`config.mk`:
```
export PLATFORM = sky130hd
export DESIGN_NAME = mem_stage_dcache
export DESIGN_NICKNAME = d
export VERILOG_FILES = /design/src/rtl/mem_stage_dcache.sv
export SDC_FILE = /design/constraint.sdc
export NUM_CORES = 2
export LEC_CHECK = 0
export BUFFER_PORTS_ARGS = -buffer_cell sky130_fd_sc_hd__buf_2
export CORE_MARGIN = 3
export CORE_UTILIZATION = 45
export CTS_CLUSTER_DIAMETER = 50
export DETAILED_ROUTE_END_ITERATION = 10
export PLACE_DENSITY = 0.69
export SYNTH_ARGS = -nofsm -noshare
export SYNTH_HDL_FRONTEND = slang
export SYNTH_SLANG_ARGS = --single-unit
```
`constraint.sdc`:
```
create_clock -name clk -period 6.01 [get_ports clk]
set_clock_uncertainty 0.05 [all_clocks]
set_input_delay 0.3005 -clock clk [delete_from_list [all_inputs] [get_ports clk]]
set_output_delay 0.3005 -clock clk [all_outputs]
set_load 0.02 [all_outputs]
```
`src/rtl/mem_stage_dcache.sv`:
```
// mem_stage_dcache: direct-mapped write-through read-allocate MEM-stage data cache with req/ack backing memory.
// Define DCACHE_STATS_EN to add the hitCount/missCount statistics outputs.
module mem_stage_dcache #(
  parameter int INDEX_BITS  = 4,
  parameter int OFFSET_BITS = 2
) (
  input  logic        clk,
  input  logic        reset,
  input  logic [31:0] address,
  input  logic [31:0] writeData,
  input  logic        memRead,
  input  logic        memWrite,
  output logic        hit,
  output logic [31:0] readData,
  output logic        memReq,
  output logic        memWe,
  output logic [31:0] memAddr,
  output logic [31:0] memWData,
  input  logic [31:0] memRData,
  input  logic        memAck
`ifdef DCACHE_STATS_EN
  ,
  output logic [31:0] hitCount,
  output logic [31:0] missCount
`endif
);
  localparam int LINES    = 1 << INDEX_BITS;
  localparam int WORDS    = 1 << OFFSET_BITS;
  localparam int TAG_BITS = 30 - INDEX_BITS - OFFSET_BITS;
  typedef enum logic [1:0] {IDLE, FILL, WRITE, DONE} state_t;
  state_t                  r_state, w_next;
  logic [LINES-1:0]        r_valid;
  logic [TAG_BITS-1:0]     r_tag [LINES];
  logic [31:0]             r_data [LINES*WORDS];
  logic [OFFSET_BITS-1:0]  r_cnt;
  logic [OFFSET_BITS-1:0]  w_off;
  logic [INDEX_BITS-1:0]   w_idx;
  logic [TAG_BITS-1:0]     w_tag;
  logic                    w_match, w_rd, w_miss, w_last, w_fill_ack, w_unused;
  assign w_off      = address[OFFSET_BITS+1:2];
  assign w_idx      = address[OFFSET_BITS+2 +: INDEX_BITS];
  assign w_tag      = address[31 -: TAG_BITS];
  assign w_match    = r_valid[w_idx] && (r_tag[w_idx] == w_tag);
  assign w_rd       = memRead && !memWrite;
  assign w_miss     = (r_state == IDLE) && w_rd && !w_match;
  assign w_last     = &r_cnt;
  assign w_fill_ack = (r_state == FILL) && memAck;
  assign w_unused   = &{1'b0, address[1:0]};
  always_ff @(posedge clk or posedge reset) begin
    if (reset) r_state <= IDLE;
    else       r_state <= w_next;
  end
  always_comb begin
    w_next = r_state;
    case (r_state)
      IDLE:    w_next = memWrite ? WRITE : w_miss ? FILL : IDLE;
      FILL:    w_next = (memAck && w_last) ? DONE : FILL;
      WRITE:   w_next = memAck ? DONE : WRITE;
      default: w_next = IDLE;
    endcase
  end
  always_comb begin
    hit      = (r_state == IDLE) ? !(memWrite || (memRead && !w_match)) : (r_state == DONE);
    readData = r_data[{w_idx, w_off}];
    memReq   = (r_state == FILL) || (r_state == WRITE);
    memWe    = r_state == WRITE;
    memAddr  = (r_state == FILL)  ? {w_tag, w_idx, r_cnt, 2'b00} :
               (r_state == WRITE) ? {address[31:2], 2'b00} : '0;
    memWData = (r_state == WRITE) ? writeData : '0;
  end
  // Valid bits only set once the whole line has arrived, so a reset mid-fill leaves it invalid
  always_ff @(posedge clk or posedge reset) begin
    if (reset) begin
      r_valid <= '0;
      r_cnt   <= '0;
    end else begin
      if (w_miss) r_cnt <= '0;
      else if (w_fill_ack) r_cnt <= r_cnt + 1'b1;
      if (w_fill_ack && w_last) r_valid[w_idx] <= 1'b1;
    end
  end
  always_ff @(posedge clk) begin
    if (w_fill_ack) r_data[{w_idx, r_cnt}] <= memRData;
    if (w_fill_ack && w_last) r_tag[w_idx] <= w_tag;
    if ((r_state == IDLE) && memWrite && w_match) r_data[{w_idx, w_off}] <= writeData;
  end
`ifdef DCACHE_STATS_EN
  logic [31:0] r_hit_cnt, r_miss_cnt;
  always_ff @(posedge clk or posedge reset) begin
    if (reset) begin
      r_hit_cnt  <= '0;
      r_miss_cnt <= '0;
    end else begin
      if ((r_state == IDLE) && w_rd && w_match) r_hit_cnt <= r_hit_cnt + 1'b1;
      if (w_miss) r_miss_cnt <= r_miss_cnt + 1'b1;
    end
  end
  assign hitCount  = r_hit_cnt;
  assign missCount = r_miss_cnt;
`endif
endmodule

```
======== Yosys cells after proc, flatten, opt, wreduce, memory -nomap -nowiden ========
Memory sizes are Yosys's and may differ from the RTL's.
Index checks and enable logic that the tools add are counted.
word-level totals
  bits in writable memories ............... 2,432
  bits in registers ....................... 20
  output and inout bits ................... 99
  word-level logic and storage cells ...... 57
  bits of input ports ..................... 101
  memories ................................ 2
memories
  memory  depth  width  rd ports  clocked after Yosys merged registers in  write ports  line  RTL
  r_data  64     32     1         0                                        1            34    logic [31:0] r_data [LINES*WORDS];
  r_tag   16     24     1         0                                        1            33    logic [TAG_BITS-1:0] r_tag [LINES];
operators by class
  bitwise gates (word level) .............. 1
  magnitude comparators ................... 2
  eq/ne operators ......................... 4
  mux-type cells .......................... 24
  add/sub/neg operators ................... 1
  reduce and logical (&&, ||, !) cells .... 20
operators with widths
  kind                 number
  $mux 32              4
  $reduce_or 32->1     1
  $eq 24x24->1         1
  $or 16x16->16        1
  $mux 1               12
  $logic_and 1x1->1    11
  $mux 2               4
  $mux 6               1
  $pmux 2 s3           1
  $lt 4x5->1 const B   1
  $bmux 1 s4           1
  $demux 1 s4          1
  $eq 2x2->1 const B   2
  $ge 4x1->1 const B   1
  $logic_not 1->1      3
  $add 2x1->2 const B  1
  $eq 2x1->1 const B   1
  $logic_not 2->1      1
  $logic_or 1x1->1     2
  $reduce_and 2->1     1
  $reduce_bool 2->1    1

======== Logic depth before layout (Yosys ltp) ========
  word-level depth ........................ 8
  gate-level depth with buffers ........... 14
  mapped depth without buffers ............ 9

======== Worst setup path before layout ========
Ideal clock, no wire load.
  path kind ............................... input port to flip-flop
  start point ............................. input port address[7]
  end point ............................... memory r_data[11][0] (enable)
  required time ........................... 5,539 ps
  setup slack ............................. 1,036 ps
  arrival ................................. 4,503 ps
  library setup time ...................... 421 ps
  cell stages on the path ................. 12
  buffers on the path ..................... 3
  cell sequence ........................... buf_2 clkbuf_1 mux4_2 mux2i_1 nor3_1 a2111o_1 nor3_1 nand4_1 nor4_4 mux2_4 buf_2 nor2_1
on the way
  word-level cells in the longest chain between the ends .. 8
  elaborated cells between the ends (all ways) .. 11
  those cells by class .................... 1 x eq/ne; 6 x mux; 3 x reduce/logical; 1 x memory
RTL lines
  item                                         line  RTL
  start, declared                              9     input logic [31:0] address,
  $mem_v2 16x24 or $bmux 1 s4 (tied branches)  --
  $eq 24x24->1 or $mux 1 (tied branches)       43    assign w_match = r_valid[w_idx] && (r_tag[w_idx] == w_tag);
  $logic_and 1x1->1                            43
  $logic_and 1x1->1                            85    if ((r_state == IDLE) && memWrite && w_match) r_data[{w_idx, w_off}] <= writeData;
  $mux 1                                       85
  $mux 1 (implied by the code)                 85
  $reduce_or 32->1 (no line)                   --
  $mux 6 (no line) or $mux 1 (tied branches)   --
  end, declared                                34
Several ways; a longest one is shown, not always the timed one. The select of a mux whose other input is x is not followed.

======== Worst setup path in the final report ========
  start point ............................. input port address[6]
  end point ............................... output port readData[29]
on the way
  word-level cells in the longest chain between the ends .. 1
RTL lines
  item           line  RTL
  $mem_v2 64x32  --
  end, declared  14    output logic [31:0] readData,
No other way between the ends.

==> flow_metrics.env <==
export IMPL_grt_pass1_wl_mm=358
export IMPL_yosys_cell_types_count=59
export IMPL_dp_cells=7184
export IMPL_place_hpwl_mm=147
export IMPL_slowest_delay_ns=0.61
export IMPL_r2r_end="r_data[24][17]$_DFFE_PP_"
export IMPL_drc_errors=0
export IMPL_worst_pin_slew_ns=1.20
export IMPL_critPathRequiredTime_ns=5.66
export IMPL_grt_ovfl_total=0
export IMPL_fin_nets=4792
export IMPL_ys_seq_area_share_pct=77.7
export IMPL_synth_top_area_share_pct=77.2
export IMPL_pin_count=200
export IMPL_path_depth=11
export IMPL_finalSetupTns_ns=0
export IMPL_path_clk_slew_ns=0.06
export IMPL_utilization_pct=53.4
export IMPL_synth_cells=4139
export IMPL_insertion_delay_ns=0.88
export IMPL_synth_seq_cells=2452
export IMPL_port_buffers=195
export IMPL_async_flop_share_pct=0.816
export IMPL_drt_iter0_markers=6716
export IMPL_crit_type="in -> out"
export IMPL_path_cells="buf_2, inv_2, buf_4, nand2_1, nor3_4, buf_4, a22oi_1, nand4_1, a21oi_1, o21ai_0, buf_2"
export IMPL_rows=167
export IMPL_cts_buffers=235
export IMPL_final_max_slew_viol_count=0
export IMPL_synth_largest_area_cell="edfxtp_1"
export IMPL_clkSinkCount=2452
export IMPL_ys_warn_count=0
export IMPL_cts_path_max_buffers=3
export IMPL_wire_per_inst_um=33.1
export IMPL_ant_nets=0
export IMPL_start_util_pct=45.5
export IMPL_synth_area_leaders="edfxtp_1 77%, mux4_2 15%, mux2i_1 1.7%, a22oi_1 0.77%, dfrtp_1 0.53%"
export IMPL_dr_pass1_iters=5
export IMPL_synth_edf_count=2432
export IMPL_root_buffer="clkbuf_16"
export IMPL_core_um2=208000
export IMPL_via_count=47700
export IMPL_dpl_cell_area_um2=103000
export IMPL_gp_congestion=0.820
export IMPL_slew_headroom_pct=19.8
export IMPL_timing_fmax_mhz=214
export IMPL_cp_end_kind="primary output"
export IMPL_finalCritPeriodShare_pct=77.6
export IMPL_worstPathArrival_ns=4.31
export IMPL_dieHeight_um=465
export IMPL_crit_buf_inv=5
export IMPL_ir_worst_vdd_mv=0.311
export IMPL_fill_cells=15600
export IMPL_final_area_um2=111000
export IMPL_syn_area_per_cell_um2=22.9
export IMPL_ys_flop_type="edfxtp_1"
export IMPL_reg2reg_depth=12
export IMPL_drv_cap=0
export IMPL_cpLargestDelayFamily="buffers and inverters"
export IMPL_p_leak_nw=35.4
export IMPL_grt_max_degree=99
export IMPL_critical_path_peak_fanout=23
export IMPL_setup_viol=0
export IMPL_status="finished clean"
export IMPL_hold_viol=0
export IMPL_postCtsResizedCells=0
export IMPL_grt_pass1_vias=47300
export IMPL_r2r_slack_ns=1.36
export IMPL_min_period_ns=4.67
export IMPL_r2r_start="r_tag[15][10]$_DFFE_PP_"
export IMPL_htree_num_levels=4
export IMPL_rsz0062_at_grt="false"
export IMPL_min_path_type="in -> reg"
export IMPL_critPathLaunch="address[6]"
export IMPL_start_kind="input port"
export IMPL_dieArea_um2=216000
export IMPL_synth_area_um2=94600
export IMPL_power_density_nw_per_um2=327
export IMPL_antenna_found_initial=5
export IMPL_cts_tree="yes"
export IMPL_die_x_um=465
export IMPL_critPathCapture="readData[29]"
export IMPL_grt_usage_pct=23.4
export IMPL_vias_per_cell=6.21
export IMPL_drive_gt1_share_pct=33.3
export IMPL_drt_total_wl_mm=254
export IMPL_cp_slowest_cell="buf_2"
export IMPL_stdcell_count=7673
export IMPL_area_delta_synth_final_pct=17.5
==> cells in the mapped netlist, types with 2 or more instances <==
| master | number |
|---|---|
| a2111o_1 | 3 |
| a221o_1 | 7 |
| buf_1 | 61 |
| o21ai_0 | 33 |
| o22ai_1 | 11 |
| and3_1 | 2 |
| edfxtp_1 | 2432 |
| a22o_1 | 15 |
| buf_4 | 11 |
| buf_2 | 31 |
| nand3_1 | 23 |
| nor2b_1 | 30 |
| xnor2_1 | 10 |
| o31ai_1 | 5 |
| a211o_1 | 5 |
| or3_1 | 4 |
| nor3b_1 | 2 |
| buf_6 | 8 |
| a22oi_1 | 97 |
| mux4_2 | 635 |
| mux2_2 | 42 |
| xor2_1 | 18 |
| nand2_1 | 69 |
| inv_2 | 2 |
| a21oi_1 | 32 |
| a21o_1 | 2 |
| a221oi_1 | 8 |
| nand2b_1 | 4 |
| o32ai_1 | 3 |
| nand4_1 | 15 |
| and2_1 | 35 |
| nor2_1 | 120 |
| o311ai_0 | 2 |
| dfrtp_1 | 20 |
| mux2i_1 | 157 |
| clkbuf_1 | 107 |
| ha_1 | 5 |
| inv_1 | 6 |
| o211ai_1 | 15 |
| nor3_1 | 15 |
| nor4_1 | 3 |
| or2_2 | 16 |
| o221a_2 | 2 |
==> sequential cells by signal, summed over array words and instances (netlist names) <==
register,flops
r_tag,384
r_state,2
r_data,2048
r_valid,16
r_cnt,2
==> area by class of cell <==
cell class | instances | area (um2) | share of cell area, %
tap | 2788 | 3490 | 3.14
inverter | 8 | 35.0 | 0.0315
antenna | 4 | 10.0 | 0.00900
clock inverter | 158 | 1650 | 1.48
timing repair buffer | 527 | 5580 | 5.02
sequential | 2452 | 73500 | 66.1
clock buffer | 274 | 6090 | 5.48
multi-input combinational | 1462 | 20800 | 18.7
==> placed cells by master (no fill, tap or decap), types with 14 or more instances in the layout <==
cell,instances
and2_1,35
or2_2,16
mux4_2,635
nand4_1,15
buf_2,190
nor2_1,34
edfxtp_1,2432
o21ai_0,33
a22oi_1,97
clkbuf_1,35
nand2_1,69
nor2_4,78
nand3_1,22
a22o_1,15
dfrtp_1,20
bufinv_16,25
clkinv_1,49
mux2i_1,154
clkinv_2,42
a21oi_1,32
buf_12,155
o211ai_1,15
clkbuf_16,237
clkinvlp_4,14
mux2_2,42
buf_4,125
nor2b_1,28
dlygate4sd3_1,53
xor2_1,18
==> what timing repair did <==
action,in CTS,in global routing
hold endpoints to repair,800,0
hold buffers,53,0
buffers inserted,0,0
==> metal layers <==
metal / share of wire, % / vias up / track usage [%] / routed length [um]
met3: 11 / 472 / 5.26 / 27500
met1: 37 / 25400 / 32.5 / 95100
met4: 3.7 / 2 / 8.05 / 9330
met5: 0.0051 / - / 0 / 13
met2: 48 / 3035 / 36.9 / 122000
li1: - / 18700 / - / -
==> worst min-delay path by stage <==
stage	from	cells past startpoint	endpoint	slack, ns
after detailed placement	r_valid[5]$_DFFE_PP0P_	1	r_valid[5]$_DFFE_PP0P_	0.40
after floorplan	reset	1	r_cnt[0]$_DFFE_PP0P_	0.21
final	writeData[11]	3	r_data[8][11]$_DFFE_PP_	0.02
after global routing	writeData[11]	3	r_data[10][11]$_DFFE_PP_	0.04
after global placement	r_valid[2]$_DFFE_PP0P_	1	r_valid[2]$_DFFE_PP0P_	0.40
after CTS	memRData[5]	3	r_data[30][5]$_DFFE_PP_	0.0002
==> per-stage QoR <==
stage | total power [mW] | setup slack (ns) | hold WS [ns]
2_1_floorplan | 20.8 | 1.04 | 0.214
3_3_place_gp | 21.9 | 0.744 | 0.395
3_5_place_dp | 21.9 | 0.754 | 0.405
4_1_cts | 36.6 | 1.41 | 0.000155
5_1_grt | 37.4 | 1.20 | 0.0413
6_report | 36.4 | 1.34 | 0.0240
==> power breakdown <==
group          total (mW)  switching [mW]  leakage (nW)  internal (mW)
clock network        14.8            6.42          3.75           8.35
logic                2.67            1.71          9.47          0.964
registers            18.9          0.0457          22.1           18.9
==> worst register-to-register path, stage by stage (launching register included) <==
cell           delay (ns)
edfxtp_1             0.38
mux4_2               0.47
mux2i_1              0.14
nor3_1               0.07
a2111o_1             0.43
nor3_1               0.37
nand4_1              0.22
nor4_4               0.29
buf_4                0.28
buf_12               0.34
mux2_2               0.42
dlygate4sd3_1        0.61
buf_12               0.19
==> kinds of logic (layout without fill, tap and decap cells) <==
| family | after synthesis | count (layout) | share of synthesized area, % |
|---|---|---|---|
| AO/OA/AOI/OAI | 250 | 250 | 1.89 |
| XOR/XNOR | 28 | 28 | 0.259 |
| adder cells (fa/ha/maj) | 5 | 5 | 0.0661 |
| buffers and inverters | 226 | 967 | 1.04 |
| flip-flops | 2452 | 2452 | 77.7 |
| multiplexers | 835 | 835 | 17.3 |
| other | 1 | 6 | 0.00396 |
| AND/OR/NAND/NOR | 342 | 342 | 1.74 |
Note: power is estimated with default switching activity, not from simulation.
